[src/rtl/mm_pkg.sv]
// Shared definitions for the matrix-multiply engine: FSM state encoding.
package mm_pkg;
  localparam int STATE_W = 3;

  typedef enum logic [STATE_W-1:0] {
    IDLE  = 3'd0,
    RD_A  = 3'd1,
    RD_B  = 3'd2,
    MAC   = 3'd3,
    WRITE = 3'd4,
    DONE  = 3'd5
  } state_t;
endpackage

[src/rtl/mm_mac_unit.sv]
// Multiply-accumulate datapath: unsigned product, ACC_W-bit accumulator, wrap or clamp on overflow.
module mm_mac_unit
  import mm_pkg::*;
#(
  parameter int DATA_W   = 8,
  parameter int ACC_W    = 24,
  parameter int SATURATE = 0
) (
  input  logic              clock,
  input  logic              rst_r,
  input  logic              clear,
  input  logic              enable,
  input  logic [DATA_W-1:0] a_op,
  input  logic [DATA_W-1:0] b_op,
  output logic [ACC_W-1:0]  acc,
  output logic              sum_carry
);

  localparam logic [ACC_W-1:0] ACC_MAX = '1;

  logic [2*DATA_W-1:0] prod;
  logic [ACC_W:0]      sum;
  logic [ACC_W-1:0]    acc_d, acc_q;

  always_comb begin
    prod      = (2*DATA_W)'(a_op) * (2*DATA_W)'(b_op);
    sum       = {1'b0, acc_q} + (ACC_W+1)'(prod);
    sum_carry = sum[ACC_W];
    acc_d     = acc_q;
    if (clear) begin
      acc_d = '0;
    end else if (enable) begin
      // once clamped, any further nonzero product overflows again and re-clamps
      if (sum[ACC_W] && (SATURATE != 0)) acc_d = ACC_MAX;
      else                               acc_d = sum[ACC_W-1:0];
    end
  end

  always_ff @(posedge clock or posedge rst_r) begin
    if (rst_r) acc_q <= '0;
    else       acc_q <= acc_d;
  end

  assign acc = acc_q;

endmodule

[src/rtl/matmul_engine.sv]
// Self-sequencing C = A x B engine over a shared single-port memory; row-major operands and results.
//
// state | meaning
// IDLE  | waiting for start; job parameters latched on accept
// RD_A  | read request for A[i][j]
// RD_B  | read request for B[j][k]; A operand captured
// MAC   | B operand arrives, accumulate, advance j and pointers
// WRITE | present C[i][k] until consumer accepts
// DONE  | one-cycle done pulse
module matmul_engine
  import mm_pkg::*;
#(
  parameter int DATA_W   = 8,
  parameter int ACC_W    = 24,
  parameter int ADDR_W   = 16,
  parameter int DIM_W    = 8,
  parameter int SATURATE = 0
) (
  input  logic              clock,
  input  logic              rst_r,
  input  logic              start,
  input  logic [DIM_W-1:0]  x_dim,
  input  logic [DIM_W-1:0]  y_dim,
  input  logic [DIM_W-1:0]  z_dim,
  input  logic [ADDR_W-1:0] a_base,
  input  logic [ADDR_W-1:0] b_base,
  input  logic [ADDR_W-1:0] c_base,
  output logic              mem_req,
  output logic [ADDR_W-1:0] mem_addr,
  input  logic [DATA_W-1:0] mem_rdata,
  output logic              res_valid,
  input  logic              res_ready,
  output logic [ADDR_W-1:0] res_addr,
  output logic [ACC_W-1:0]  res_data,
  output logic              busy,
  output logic              done,
  output logic              ovf
);

  state_t              state_d, state_q;
  logic [DIM_W-1:0]    x_d, x_q, y_d, y_q, z_d, z_q;
  logic [DIM_W-1:0]    i_d, i_q, j_d, j_q, k_d, k_q;
  logic [ADDR_W-1:0]   a_row_d, a_row_q, a_ptr_d, a_ptr_q;
  logic [ADDR_W-1:0]   b_base_d, b_base_q, b_col_d, b_col_q, b_ptr_d, b_ptr_q;
  logic [ADDR_W-1:0]   c_ptr_d, c_ptr_q;
  logic [DATA_W-1:0]   a_op_d, a_op_q;
  logic                ovf_d, ovf_q;
  logic                mem_req_d, mem_req_q, res_valid_d, res_valid_q;
  logic                busy_d, busy_q, done_d, done_q;
  logic [ADDR_W-1:0]   mem_addr_d, mem_addr_q;
  logic                mac_clear, mac_en, sum_carry;
  logic [ACC_W-1:0]    acc;

  mm_mac_unit #(
    .DATA_W   (DATA_W),
    .ACC_W    (ACC_W),
    .SATURATE (SATURATE)
  ) u_mac (
    .clock     (clock),
    .rst_r     (rst_r),
    .clear     (mac_clear),
    .enable    (mac_en),
    .a_op      (a_op_q),
    .b_op      (mem_rdata),
    .acc       (acc),
    .sum_carry (sum_carry)
  );

  always_comb begin
    state_d  = state_q;
    x_d      = x_q;      y_d     = y_q;      z_d     = z_q;
    i_d      = i_q;      j_d     = j_q;      k_d     = k_q;
    a_row_d  = a_row_q;  a_ptr_d = a_ptr_q;
    b_base_d = b_base_q; b_col_d = b_col_q;  b_ptr_d = b_ptr_q;
    c_ptr_d  = c_ptr_q;
    a_op_d   = a_op_q;
    ovf_d    = ovf_q;
    mac_clear = 1'b0;
    mac_en    = 1'b0;

    case (state_q)
      IDLE: begin
        if (start) begin
          x_d = x_dim; y_d = y_dim; z_d = z_dim;
          i_d = '0; j_d = '0; k_d = '0;
          a_row_d = a_base; a_ptr_d = a_base;
          b_base_d = b_base; b_col_d = b_base; b_ptr_d = b_base;
          c_ptr_d = c_base;
          ovf_d = 1'b0;
          mac_clear = 1'b1;
          if (x_dim == '0 || y_dim == '0 || z_dim == '0) state_d = DONE;
          else                                            state_d = RD_A;
        end
      end
      RD_A: state_d = RD_B;
      RD_B: begin
        a_op_d  = mem_rdata;
        state_d = MAC;
      end
      MAC: begin
        mac_en  = 1'b1;
        if (sum_carry) ovf_d = 1'b1;
        a_ptr_d = a_ptr_q + ADDR_W'(1);
        b_ptr_d = b_ptr_q + ADDR_W'(z_q);
        j_d     = j_q + DIM_W'(1);
        state_d = (j_q == y_q - DIM_W'(1)) ? WRITE : RD_A;
      end
      WRITE: begin
        if (res_ready) begin
          mac_clear = 1'b1;
          j_d       = '0;
          c_ptr_d   = c_ptr_q + ADDR_W'(1);
          if (k_q != z_q - DIM_W'(1)) begin
            k_d     = k_q + DIM_W'(1);
            a_ptr_d = a_row_q;
            b_col_d = b_col_q + ADDR_W'(1);
            b_ptr_d = b_col_q + ADDR_W'(1);
            state_d = RD_A;
          end else begin
            k_d     = '0;
            i_d     = i_q + DIM_W'(1);
            a_row_d = a_row_q + ADDR_W'(y_q);
            a_ptr_d = a_row_q + ADDR_W'(y_q);
            b_col_d = b_base_q;
            b_ptr_d = b_base_q;
            state_d = (i_q == x_q - DIM_W'(1)) ? DONE : RD_A;
          end
        end
      end
      DONE:    state_d = IDLE;
      default: state_d = IDLE;
    endcase

    // outputs are registered, decoded from the state being entered
    busy_d      = (state_d != IDLE);
    done_d      = (state_d == DONE);
    res_valid_d = (state_d == WRITE);
    mem_req_d   = (state_d == RD_A) || (state_d == RD_B);
    mem_addr_d  = (state_d == RD_A) ? a_ptr_d :
                  (state_d == RD_B) ? b_ptr_d : '0;
  end

  always_ff @(posedge clock or posedge rst_r) begin
    if (rst_r) begin
      state_q  <= IDLE;
      x_q      <= '0; y_q <= '0; z_q <= '0;
      i_q      <= '0; j_q <= '0; k_q <= '0;
      a_row_q  <= '0; a_ptr_q <= '0;
      b_base_q <= '0; b_col_q <= '0; b_ptr_q <= '0;
      c_ptr_q  <= '0;
      a_op_q   <= '0;
      ovf_q    <= 1'b0;
      mem_req_q <= 1'b0; mem_addr_q <= '0;
      res_valid_q <= 1'b0;
      busy_q   <= 1'b0; done_q <= 1'b0;
    end else begin
      state_q  <= state_d;
      x_q      <= x_d; y_q <= y_d; z_q <= z_d;
      i_q      <= i_d; j_q <= j_d; k_q <= k_d;
      a_row_q  <= a_row_d; a_ptr_q <= a_ptr_d;
      b_base_q <= b_base_d; b_col_q <= b_col_d; b_ptr_q <= b_ptr_d;
      c_ptr_q  <= c_ptr_d;
      a_op_q   <= a_op_d;
      ovf_q    <= ovf_d;
      mem_req_q <= mem_req_d; mem_addr_q <= mem_addr_d;
      res_valid_q <= res_valid_d;
      busy_q   <= busy_d; done_q <= done_d;
    end
  end

  assign mem_req   = mem_req_q;
  assign mem_addr  = mem_addr_q;
  assign res_valid = res_valid_q;
  assign res_addr  = c_ptr_q;
  assign res_data  = acc;
  assign busy      = busy_q;
  assign done      = done_q;
  assign ovf       = ovf_q;

endmodule

[config.mk]
export PLATFORM = sky130hd
export DESIGN_NAME = matmul_engine
export DESIGN_NICKNAME = d
export VERILOG_FILES = /design/src/rtl/mm_pkg.sv /design/src/rtl/mm_mac_unit.sv /design/src/rtl/matmul_engine.sv
export SDC_FILE = /design/constraint.sdc
export NUM_CORES = 1
export LEC_CHECK = 0
export BUFFER_PORTS_ARGS = -buffer_cell sky130_fd_sc_hd__buf_2
export CAP_MARGIN = 20
export CORE_MARGIN = 2
export CORE_UTILIZATION = 65
export DETAILED_ROUTE_END_ITERATION = 6
export GPL_TIMING_DRIVEN = 0
export PLACE_DENSITY = 0.95
export SETUP_SLACK_MARGIN = 0.4
export SYNTH_ARGS = -nofsm -noshare
export SYNTH_HDL_FRONTEND = slang
export SYNTH_SLANG_ARGS = --single-unit
[constraint.sdc]
create_clock -name clock -period 12.8 [get_ports clock]
set_input_delay 2.56 -clock clock [delete_from_list [all_inputs] [get_ports clock]]
set_output_delay 2.56 -clock clock [all_outputs]
set_load 0.02 [all_outputs]
* Word level (Yosys, flattened, before mapping)
Cells that the tools add are included.
** Cells by class
- Muxes and demuxes :: 44
- $add $sub $neg :: 12
- Reductions and logical operators :: 17
- Eq/ne operators :: 15
- $mul :: 1
** Operator list (count)
- $mux 16 :: 14
- $pmux 16 s2 :: 3
- $pmux 16 s3 :: 2
- $add 16x1->16 const B :: 3
- $mux 24 :: 2
- $mux 8 :: 6
- $add 16x8->16 :: 2
- $pmux 8 s2 :: 2
- $add 24x16->25 :: 1
- $add 8x1->8 const B :: 3
- $logic_not 8->1 :: 3
- $pmux 8 s3 :: 1
- $sub 8x1->8 const B :: 3
- $mux 3 :: 6
- $eq 8x8->1 :: 2
- $mul 8x8->16 :: 1
- $pmux 3 s5 :: 1
- $eq 3x2->1 const B :: 3
- $eq 3x3->1 const B :: 3
- $reduce_and 3->1 :: 3
- $ne 8x8->1 :: 1
- $eq 3x1->1 const B :: 2
- $ne 2x2->1 const B :: 3
- $reduce_bool 2->1 :: 3
- 8 further kinds :: 16
** Storage, ports and cells
- Bits of input ports :: 84
- Output and inout bits :: 61
- Register bits :: 200
- Logic and storage cells :: 110

* Longest topological paths before layout
- Depth after elaboration :: 9
- Gate-level depth with buffers :: 19
- Mapped depth without buffers :: 18

* By module
From an unflattened synthesis, not the netlist that was laid out.
** Unflattened totals
- Cells, all modules :: 1642
- Area, all modules :: 14179.8 um^2
** Modules (own cells, without submodules)
- matmul_engine :: cells each 1202, area an instance 10328.7 um^2, times used 1
- mm_mac_unit :: cells each 440, area an instance 3851.2 um^2, times used 1

* Least setup slack after synthesis
Ideal clock, no wire load.
- Path kind :: input to register
- Start point :: input port mem_rdata[7]
- End point :: register u_mac.acc_q[20] (netlist: u_mac.acc[20])
- Cell stages on the path :: 16
- Required time :: 12663 ps
- Arrival :: 6785 ps
- Setup slack :: 5877 ps
- Path buffers :: 0
- Setup time :: 137 ps
- Cell sequence :: and2_1 fa_1 fa_1 fa_1 inv_1 fa_1 inv_1 ha_1 or3_1 nor3_1 o21a_1 o21ai_0 a221o_1 a211oi_1 nor3_1 mux2i_1
** On the way
- Longest elaborated chain between the ends :: 4
** RTL lines
- start, declared :: line matmul_engine.sv:30 : input logic [DATA_W-1:0] mem_rdata,
- $mul 8x8->16 :: line mm_mac_unit.sv:26 : prod = (2*DATA_W)'(a_op) * (2*DATA_W)'(b_op);
- $add 24x16->25 :: line mm_mac_unit.sv:27 : sum = {1'b0, acc_q} + (ACC_W+1)'(prod);
- $mux 24 :: line mm_mac_unit.sv:32 : end else if (enable) begin
- $mux 24 :: line mm_mac_unit.sv:30 : if (clear) begin
- end signal, assigned :: line mm_mac_unit.sv:40 : if (rst_r) acc_q <= '0;
- end signal, assigned :: line mm_mac_unit.sv:41 : else acc_q <= acc_d;
- end, declared :: line mm_mac_unit.sv:23 : logic [ACC_W-1:0] acc_d, acc_q;
Every way passes these cells. The select of a mux whose other input is x is not followed.
A chain may end at the register's enable or synchronous reset.

* Worst setup path after layout
Ends and elaborated chain as after synthesis.

==> reports/metrics.yaml <==
slowest_delay_ps: 580
synthFlopType: "dfrtp_1"
portBuffers: 142
chipWidth_um: 151
synth.top_cells.by_count: "233 x nand2_1, 200 x dfrtp_1, 130 x inv_1"
synth_cells: 1591
critPathKind: "in -> reg"
grt_pass1_wl_mm: 69.2
gp_congestion: 0.974
layout-drive-gt1-share_pct: 12.5
rows: 53
clk_path_buf_depth: 2
fill_cells: 1485
crit_required_ps: 13120
avgViaCountPerCell: 6.53
synth_top_cell_by_area: "dfrtp_1"
max_cap_viol_count: 0
hp-class: "reg -> reg"
wl_per_cell_um: 21.8
synth_most_common_cell: "nand2_1"
cp.arrival_ps: 7550
drtPass1Iterations: 6
grt_usage_pct: 40.1
drc: 0
postSynthNetCount: 1793
cts_hold_buf: 0
area_delta_synth_final_pct: 12.1
io_pins: 145
via_count: 13343
synth_top_area_share_pct: 35.8
start_util_pct: 66.3
status: "finished clean"
tightest_slew_ps: 1010
cts_inserted_buffers: 17
die_area_mm2: 0.0227
setup_viol: 0
synth_seq_cells: 200
syn-cell-area_mm2: 0.0140
fmax_mhz: 138
cpLargestDelayFamily: "adder cells"
drt_wl_total_mm: 44.6
critPathMaxFanout: 9
grt_overflow: 0
ant_nets: 0
fp.dieH_um: 151
ctsResizeCount: 0
worst-path-buf-inv: 3
clock_tree.root_cell: "clkbuf_16"
post-route-min-period_ps: 7230
fin_skew_ps: 10.5
core-area_mm2: 0.0211
synth.top_cells.by_area: "dfrtp_1 36%, fa_1 7.4%, nand2_1 6.3%, ha_1 5.9%, a21oi_1 3.6%"
numClockSinks: 200
htree_levels: 4
cts.reportedPaths.clkPinSlew_ps: 70
critPathMostFrequentCell: "fa_1"
ys_seq_area_share_pct: 35.8
synth_cell_type_count: 70
hold_viol: 0
grt_max_degree: 109
first_global_vias: 13048
maxSlewHeadroom_pct: 32.1
syn_area_per_cell_um2: 8.79
tns_ps: 0
crit_chain: "buf_2 -> and2_1 -> fa_1 -> fa_1 -> fa_1 -> inv_1 -> fa_1 -> inv_1 -> ha_1 -> or3_1 -> nor3_1 -> o21a_1 -> o21ai_0 -> a221o_1 -> a211oi_1 -> nor3_1 -> mux2i_1"
slew_viol_final: 0
synth_edf_count: 0
async_flop_share_pct: 100
endpoint_kind: "flop"
post-route-period-util_pct: 56.4
rsz0062_at_grt: "false"
tritoncts: "built"
dp_hpwl_mm: 33.0
crit_slowest_cell: "fa_1"
drt_iter0_drc: 1586
post_cts_buffers: 0
clkLatencyLatePin_ps: 460
nets: 1956
startpoint_type: "input port"
synth_warnings: 0
antenna_found_initial: 0
## per-stage QoR
stage,util (%),hold WS (ps),instances,worst slack [ps],area (um2)
3_3_place_gp,71.3,448,2008,2520,15000
2_1_floorplan,-,437,1591,4790,14000
4_1_cts,74.3,480,2042,5650,15700
6_report,74.3,491,2043,5580,15700
3_5_place_dp,71.6,463,2010,5220,15100
5_1_grt,74.3,515,2042,5310,15700
## worst register-to-register path, stage by stage (launching register included)
cell,delay [ps]
dfrtp_1,340
clkbuf_1,370
nand2_1,170
fa_1,560
inv_1,50
fa_1,470
fa_1,580
inv_1,70
fa_1,530
inv_1,40
ha_1,250
or3_1,410
nor3_1,160
o21a_1,210
o21ai_0,170
a221o_1,380
a211oi_1,460
nor3_1,140
mux2i_1,150
## placed cells by master (no fill, tap or decap), types with 52 or more instances in the layout
cell	n
nand2_1	233
dfrtp_1	200
buf_2	150
inv_1	129
nor2_1	103
a21oi_1	100
o21ai_0	95
ha_1	66
nand3_1	53
xnor2_1	52
fa_1	52
## sequential cells by signal, indices dropped and copies added, names as in the netlist, 16 cells and up
register	count
res_addr	16
b_col_q	16
u_mac.acc	24
b_ptr_q	16
a_row_q	16
b_base_q	16
a_ptr_q	16
mem_addr	16
## final timing paths
check | startpoint | cells past startpoint | to | slack (ps)
min in group asynchronous | rst_r | 2 | j_q[5] | 2230
min | b_base_q[11] | 2 | b_base_q[11] | 490
max | mem_rdata[7] | 17 | u_mac.acc[20] | 5580
min reg2reg | b_base_q[11] | 2 | b_base_q[11] | 490
max reg2reg | a_op_q[5] | 18 | u_mac.acc[20] | 7140
max in group asynchronous | rst_r | 3 | b_col_q[11] | 9580
## cell families after synthesis
group	after synthesis	share of synthesized area, %
AO/OA/AOI/OAI	382	18.3
XOR/XNOR	95	5.95
adder cells (fa/ha/maj)	118	13.3
buffers and inverters	204	5.76
flip-flops	200	35.8
multiplexers	23	1.74
AND/OR/NAND/NOR	569	19.1
## routing by layer
layer | share of wire [%] | track usage (%)
met5 | 0 | 0
met4 | 5.6 | 19.6
met3 | 11 | 8.88
met2 | 46 | 65.3
met1 | 37 | 50.8
## area by class of cell
cell class / count / area, um2 / share of cell area, %
multi-input cells: 1187 / 8180 / 52.2
flip-flops and latches: 200 / 5000 / 31.9
repair buffers: 144 / 746 / 4.76
inverters: 130 / 495 / 3.16
clock buffers: 20 / 457 / 2.91
well taps: 275 / 344 / 2.19
plain buffers: 74 / 318 / 2.03
clock inverters: 12 / 128 / 0.814
diodes: 1 / 2.50 / 0.0160
Power is left out: the tool's default activity adds up to more than one toggle a clock period on the data nets, which glitch-free logic cannot reach.
